<file path="src/rtl/regfile_writeback_queue.sv">
// Purpose: in-order writeback FIFO feeding the register file's single write port, with forwarding lookups.
// Latency: 1 cycle from acceptance to write_en when the queue is empty and wr_hold=0; one write per cycle.
// Backpressure: mem_ready=!full, alu_ready=!full&&!mem_valid (load path wins); wr_hold stalls draining only.
//
// Ports:
//   alu_valid/alu_addr/alu_data/alu_ready  ALU result handshake
//   mem_valid/mem_addr/mem_data/mem_ready  load result handshake (priority over ALU)
//   wr_hold                                register-file write port busy; freezes the head
//   write_en/write_address_0/write_data    register-file write port, always the head entry
//   lookup_addr_N -> fwd_hit_N/fwd_data_N  operand-fetch forwarding, youngest pending match
//   count/empty/full                       occupancy
module regfile_writeback_queue #(
  parameter int DEPTH  = 4,
  parameter int ADDR_W = 5,
  parameter int DATA_W = 32
) (
  input  logic                       clk,
  input  logic                       rst_n,
  input  logic                       alu_valid,
  input  logic [ADDR_W-1:0]          alu_addr,
  input  logic [DATA_W-1:0]          alu_data,
  output logic                       alu_ready,
  input  logic                       mem_valid,
  input  logic [ADDR_W-1:0]          mem_addr,
  input  logic [DATA_W-1:0]          mem_data,
  output logic                       mem_ready,
  input  logic                       wr_hold,
  output logic                       write_en,
  output logic [ADDR_W-1:0]          write_address_0,
  output logic [DATA_W-1:0]          write_data,
  input  logic [ADDR_W-1:0]          lookup_addr_0,
  input  logic [ADDR_W-1:0]          lookup_addr_1,
  output logic                       fwd_hit_0,
  output logic                       fwd_hit_1,
  output logic [DATA_W-1:0]          fwd_data_0,
  output logic [DATA_W-1:0]          fwd_data_1,
  output logic [$clog2(DEPTH):0]     count,
  output logic                       empty,
  output logic                       full
);

  localparam int PTR_W = $clog2(DEPTH);
  localparam int CNT_W = PTR_W + 1;
  localparam logic [CNT_W-1:0] FULL_CNT = CNT_W'(DEPTH);

  logic [ADDR_W-1:0] addr_q [DEPTH];
  logic [DATA_W-1:0] data_q [DEPTH];
  logic [PTR_W-1:0]  wr_ptr;
  logic [PTR_W-1:0]  rd_ptr;
  logic [CNT_W-1:0]  cnt_q;
  logic [PTR_W-1:0]  fwd_idx;

  logic              enq;
  logic              pop;
  logic [ADDR_W-1:0] enq_addr;
  logic [DATA_W-1:0] enq_data;

  assign count = cnt_q;
  assign empty = (cnt_q == '0);
  assign full  = (cnt_q == FULL_CNT);

  // Readiness looks only at registered full: a pop in the same cycle does not
  // free a slot until the following cycle.
  assign mem_ready = !full;
  assign alu_ready = !full && !mem_valid;

  assign enq      = !full && (mem_valid || alu_valid);
  assign enq_addr = mem_valid ? mem_addr : alu_addr;
  assign enq_data = mem_valid ? mem_data : alu_data;

  assign write_en        = !empty && !wr_hold;
  assign pop             = write_en;
  assign write_address_0 = empty ? '0 : addr_q[rd_ptr];
  assign write_data      = empty ? '0 : data_q[rd_ptr];

  always_ff @(posedge clk or negedge rst_n) begin
    if (!rst_n) begin
      wr_ptr <= '0;
      rd_ptr <= '0;
      cnt_q  <= '0;
    end else begin
      if (enq) wr_ptr <= wr_ptr + PTR_W'(1);
      if (pop) rd_ptr <= rd_ptr + PTR_W'(1);
      case ({enq, pop})
        2'b10:   cnt_q <= cnt_q + CNT_W'(1);
        2'b01:   cnt_q <= cnt_q - CNT_W'(1);
        default: cnt_q <= cnt_q;
      endcase
    end
  end

  // Entry storage needs no reset: every read is qualified by occupancy.
  always_ff @(posedge clk) begin
    if (enq) begin
      addr_q[wr_ptr] <= enq_addr;
      data_q[wr_ptr] <= enq_data;
    end
  end

  // Walk from oldest (head) to youngest; a later match overrides an earlier
  // one, so the youngest pending write to an address wins.
  always_comb begin
    fwd_hit_0  = 1'b0;
    fwd_hit_1  = 1'b0;
    fwd_data_0 = '0;
    fwd_data_1 = '0;
    fwd_idx    = '0;
    for (int i = 0; i < DEPTH; i++) begin
      fwd_idx = rd_ptr + PTR_W'(i);
      if (CNT_W'(i) < cnt_q) begin
        if (addr_q[fwd_idx] == lookup_addr_0) begin
          fwd_hit_0  = 1'b1;
          fwd_data_0 = data_q[fwd_idx];
        end
        if (addr_q[fwd_idx] == lookup_addr_1) begin
          fwd_hit_1  = 1'b1;
          fwd_data_1 = data_q[fwd_idx];
        end
      end
    end
  end

endmodule

</file>
<file path="config.mk">
export PLATFORM = sky130hd
export DESIGN_NAME = regfile_writeback_queue
export DESIGN_NICKNAME = d
export VERILOG_FILES = /design/src/rtl/regfile_writeback_queue.sv
export SDC_FILE = /design/constraint.sdc
export NUM_CORES = 1
export LEC_CHECK = 0
export CAP_MARGIN = 20
export CORE_ASPECT_RATIO = 1.4
export CORE_MARGIN = 1
export CORE_UTILIZATION = 30
export CTS_CLUSTER_SIZE = 24
export DETAILED_ROUTE_END_ITERATION = 7
export SLEW_MARGIN = 40
export SYNTH_ARGS = -nofsm -noshare
export SYNTH_HDL_FRONTEND = slang
export SYNTH_SLANG_ARGS = --single-unit
</file>
<file path="constraint.sdc">
create_clock -name clk -period 4.5 [get_ports clk]
set_input_delay 0.675 -clock clk [delete_from_list [all_inputs] [get_ports clk]]
set_output_delay 0.675 -clock clk [all_outputs]
set_load 0.01 [all_outputs]
</file>
==> impl_metrics.env <==
export IMPL_drt_pass1_iter_count=5
export IMPL_timing_fmax_ghz=0.227
export IMPL_cts_clk_slew_worst_paths_ps=70
export IMPL_routed_wire_length_per_instance_microns=21.3
export IMPL_min_delay_path_class="in2async"
export IMPL_preCtsSetupSlack_ps=168
export IMPL_totalWireLength_microns=40200
export IMPL_postCtsHoldBufs=0
export IMPL_drive_gt1_share_pct=20.8
export IMPL_finalHoldViolations=0
export IMPL_groute_layer_met3_usage_pct=3.35
export IMPL_status="complete, no violations"
export IMPL_setup_repair_after_global_routing_missed_its_margin="yes"
export IMPL_vias=10308
export IMPL_met2_resource_use_gr_pct=34.5
export IMPL_internal_power_mw=6.30
export IMPL_post_synth_top_count_cell="sky130_fd_sc_hd__nor2_1"
export IMPL_globalRoute_totalOverflow=0
export IMPL_reg2reg_setup_slack_ps=1800
export IMPL_grt_util_met1_pct=21.9
export IMPL_synth_warnings=0
export IMPL_max_cap_violations=0
export IMPL_pwr_share_comb_pct=67.5
export IMPL_antenna_diode_count=0
export IMPL_synth_seq_area_share_pct=38.2
export IMPL_timing_critical_path_required_ps=3830
export IMPL_die_height_microns=240
export IMPL_cts_htree_levels=4
export IMPL_timing_critical_path_arrival_ps=3720
export IMPL_max_slew_margin_pct=45.7
export IMPL_pin_count_of_the_biggest_net_entering_global_routing=95
export IMPL_syn_nets=1277
export IMPL_filler_cell_count=3926
export IMPL_asyncSetResetFlopFracSynth_pct=4.52
export IMPL_top_level_ports=200
export IMPL_cp_start_kind="flip-flop"
export IMPL_critical_path_cell_chain="buf_12 -> mux4_1 -> xor2_1 -> nor4_2 -> and3_4 -> buf_12 -> nor3_2 -> a211oi_1 -> clkdlybuf4s50_1"
export IMPL_postSynth_topFlopCell="sky130_fd_sc_hd__edfxtp_1"
export IMPL_netlist_instances=1179
export IMPL_synth_edff_count=148
export IMPL_path_common_cell="sky130_fd_sc_hd__buf_12"
export IMPL_grt_first_pass_wirelength_microns=58300
export IMPL_final_setup_skew_ps=8.05
export IMPL_finalWeightedCongestion=0.826
export IMPL_cts_buffers_inserted=17
export IMPL_cts_sink_count=155
export IMPL_max_vdd_ir_drop_mv=0.390
export IMPL_finalWorstPathRequiredPeriod_ps=4400
export IMPL_final_net_count=1446
export IMPL_floorplan_die_width_microns=172
export IMPL_yosysTopAreaCellShare_pct=36.8
export IMPL_cp_end_kind="primary output"
export IMPL_drc=0
export IMPL_setup_slack_ps=102
export IMPL_timing_max_transition_violations_final=0
export IMPL_ys_types=55
export IMPL_drt_first_iter_violations=788
export IMPL_numPortBuffers=199
export IMPL_clock_tree_buffer_depth=2
export IMPL_crit_path_top_delay_cell="sky130_fd_sc_hd__clkdlybuf4s50_1"
export IMPL_cts_tree="built"
export IMPL_place_detailed_hpwl_microns=27400
export IMPL_insertion_delay_to_the_later_sink_of_the_worst_skew_pair_ps=450
export IMPL_netSwitchingFraction_pct=45.7
export IMPL_vias_per_cell=5.46
export IMPL_drt_antenna_violating_nets=0
export IMPL_fp_row_count=86
export IMPL_synth_area_leaders="sky130_fd_sc_hd__edfxtp_1 (37%), sky130_fd_sc_hd__mux2_2 (9.4%), sky130_fd_sc_hd__mux2i_1 (8.5%)"
export IMPL_final_period_utilization_pct=97.7
export IMPL_switchingPower_mw=5.30
export IMPL_crit_type="reg2out"
export IMPL_share_seq_of_total_power_pct=20.0
export IMPL_vias_in_the_first_global_route=9936
export IMPL_clock_root_buffer="sky130_fd_sc_hd__clkbuf_16"
export IMPL_total_leakage_power_nw=5.69
export IMPL_grt_most_used_layer="met2"
export IMPL_syn_area_cell_sq_um=10.3
export IMPL_synth_largest_area_cell="sky130_fd_sc_hd__edfxtp_1"
export IMPL_layout_area_overhead_vs_synth_pct=28.3
export IMPL_buffers_plus_inverters_on_the_worst_setup_path=3
export IMPL_worst_slew_pin_slew_ps=812
export IMPL_crit_path_max_fanout=23
export IMPL_netlist_area_sq_um=12100
export IMPL_post_route_core_utilization_pct=39.2
export IMPL_core_ar_sq_um=39600
export IMPL_critical_path_top_delay_family="buffers and inverters"
export IMPL_slowest_delay_ps=620
export IMPL_ys_seq_elements=155
export IMPL_global_route_usage_total_pct=19.2
export IMPL_clock_power_share_pct=12.4
export IMPL_netlist_top_cells_count="sky130_fd_sc_hd__nor2_1 (166), sky130_fd_sc_hd__edfxtp_1 (148), sky130_fd_sc_hd__mux2i_1 (103)"
export IMPL_setup_viol_count_final=0
export IMPL_initial_utilization_pct=30.5
export IMPL_die_area_sq_um=41100
export IMPL_number_of_antenna_violations_at_the_first_check_in_global_routing=0
export IMPL_fin_worst_hold_slack_ps=488
export IMPL_powerDensity_nw_per_um2=748
==> power groups by stage <==
stage / combinational, mW / clock [mW] / sequential [mW]
global placement: 7.49 / 0 / 2.38
global route: 8.36 / 1.51 / 2.37
finish: 7.84 / 1.44 / 2.32
floorplan: 4.78 / 0 / 2.26
CTS: 7.74 / 1.47 / 2.33
detailed placement: 7.55 / 0 / 2.41
==> state kept, by name, summed over array words and instances (netlist names) <==
signal,cells
addr_q,20
count,3
data_q,128
wr_ptr,2
rd_ptr,2
==> path summary, 6_finish.rpt <==
kind | from | to | cells past startpoint
setup / recovery | rd_ptr[0] | fwd_data_0[26] | 9
hold / removal | rst_n | wr_ptr[1] | 1
setup reg to reg | count[1] | addr_q[2][3] | 7
hold reg to reg | wr_ptr[0] | wr_ptr[0] | 1
max in group asynchronous | rst_n | rd_ptr[1] | 1
min in group clk | wr_ptr[0] | wr_ptr[0] | 1
==> cells by family (layout without fill, tap and decap cells) <==
group	count (synthesis)	after routing	share of synthesized area [%]
AND/OR/NAND/NOR	334	334	13.8
adder cells (fa/ha/maj)	9	9	0.931
flip-flops	155	155	38.2
AO/OA/AOI/OAI	292	292	17.1
XOR/XNOR	46	46	3.39
buffers and inverters	121	303	5.09
multiplexers	222	222	21.5
==> per-layer routing <==
metal,vias up,share of wire (%)
li1,4801,-
met5,-,0
met1,5070,40
met3,69,4.8
met4,0,3.2
met2,368,52
==> placed cells by master (no fill, tap or decap), types with 3 or more instances in the layout <==
cell type and count:
sky130_fd_sc_hd__xnor2_1 32, sky130_fd_sc_hd__buf_4 47, sky130_fd_sc_hd__clkbuf_16 22, sky130_fd_sc_hd__mux2_2 101, sky130_fd_sc_hd__buf_6 6, sky130_fd_sc_hd__buf_12 9, sky130_fd_sc_hd__inv_1 6, sky130_fd_sc_hd__ha_1 9
sky130_fd_sc_hd__o21ai_0 34, sky130_fd_sc_hd__inv_4 4, sky130_fd_sc_hd__nand4_1 3, sky130_fd_sc_hd__dfrtp_1 5, sky130_fd_sc_hd__nor2b_1 6, sky130_fd_sc_hd__mux4_2 13, sky130_fd_sc_hd__clkdlybuf4s50_1 197, sky130_fd_sc_hd__nor3_2 29
sky130_fd_sc_hd__a211oi_1 46, sky130_fd_sc_hd__a31o_1 30, sky130_fd_sc_hd__a2111oi_0 8, sky130_fd_sc_hd__nand2b_1 31, sky130_fd_sc_hd__a2111oi_1 22, sky130_fd_sc_hd__clkbuf_1 4, sky130_fd_sc_hd__and2_2 4, sky130_fd_sc_hd__xor2_1 13
sky130_fd_sc_hd__a211o_1 31, sky130_fd_sc_hd__nor3_1 34, sky130_fd_sc_hd__edfxtp_1 148, sky130_fd_sc_hd__a21oi_1 96, sky130_fd_sc_hd__nor2_1 166, sky130_fd_sc_hd__mux4_1 5, sky130_fd_sc_hd__a211oi_2 18, sky130_fd_sc_hd__mux2i_1 103
sky130_fd_sc_hd__nor4_2 3, sky130_fd_sc_hd__nand2_1 41
==> what timing repair did <==
item | CTS | global route
gates cloned | 0 | 1
resized for setup | 10 | 20
setup endpoints to repair | 65 | 40
pin swaps | 2 | 5
setup buffers | 4 | 6
==> worst reg2reg max path: stages, from the launching register on <==
cell	delay, ps
sky130_fd_sc_hd__dfrtp_1	480
sky130_fd_sc_hd__inv_1	140
sky130_fd_sc_hd__ha_1	220
sky130_fd_sc_hd__nand2_1	90
sky130_fd_sc_hd__inv_1	80
sky130_fd_sc_hd__nor2_1	290
sky130_fd_sc_hd__and2_2	710
sky130_fd_sc_hd__buf_4	370
==> through the flow <==
stage	area (sq um)	power [mW]	std cells	setup TNS (ps)
floorplan	12100	7.04	1179	0
global placement	14700	9.87	1845	0
detailed placement	14700	9.96	1846	0
CTS	15400	11.5	1882	0
global route	15500	12.2	1889	-53.2
finish	15500	11.6	1889	0
==> final cells by class <==
| type | instances | area, sq um | area share (%) |
|---|---|---|---|
| Tap cell | 528 | 661 | 4.26 |
| Inverter | 7 | 28.8 | 0.185 |
| Sequential cell | 155 | 4630 | 29.8 |
| Timing Repair Buffer | 264 | 2640 | 17.0 |
| Clock buffer | 25 | 541 | 3.48 |
| Multi-Input combinational cell | 903 | 6980 | 45.0 |
| Clock inverter | 7 | 46.3 | 0.298 |
Note: power is estimated with default switching activity, not from simulation.
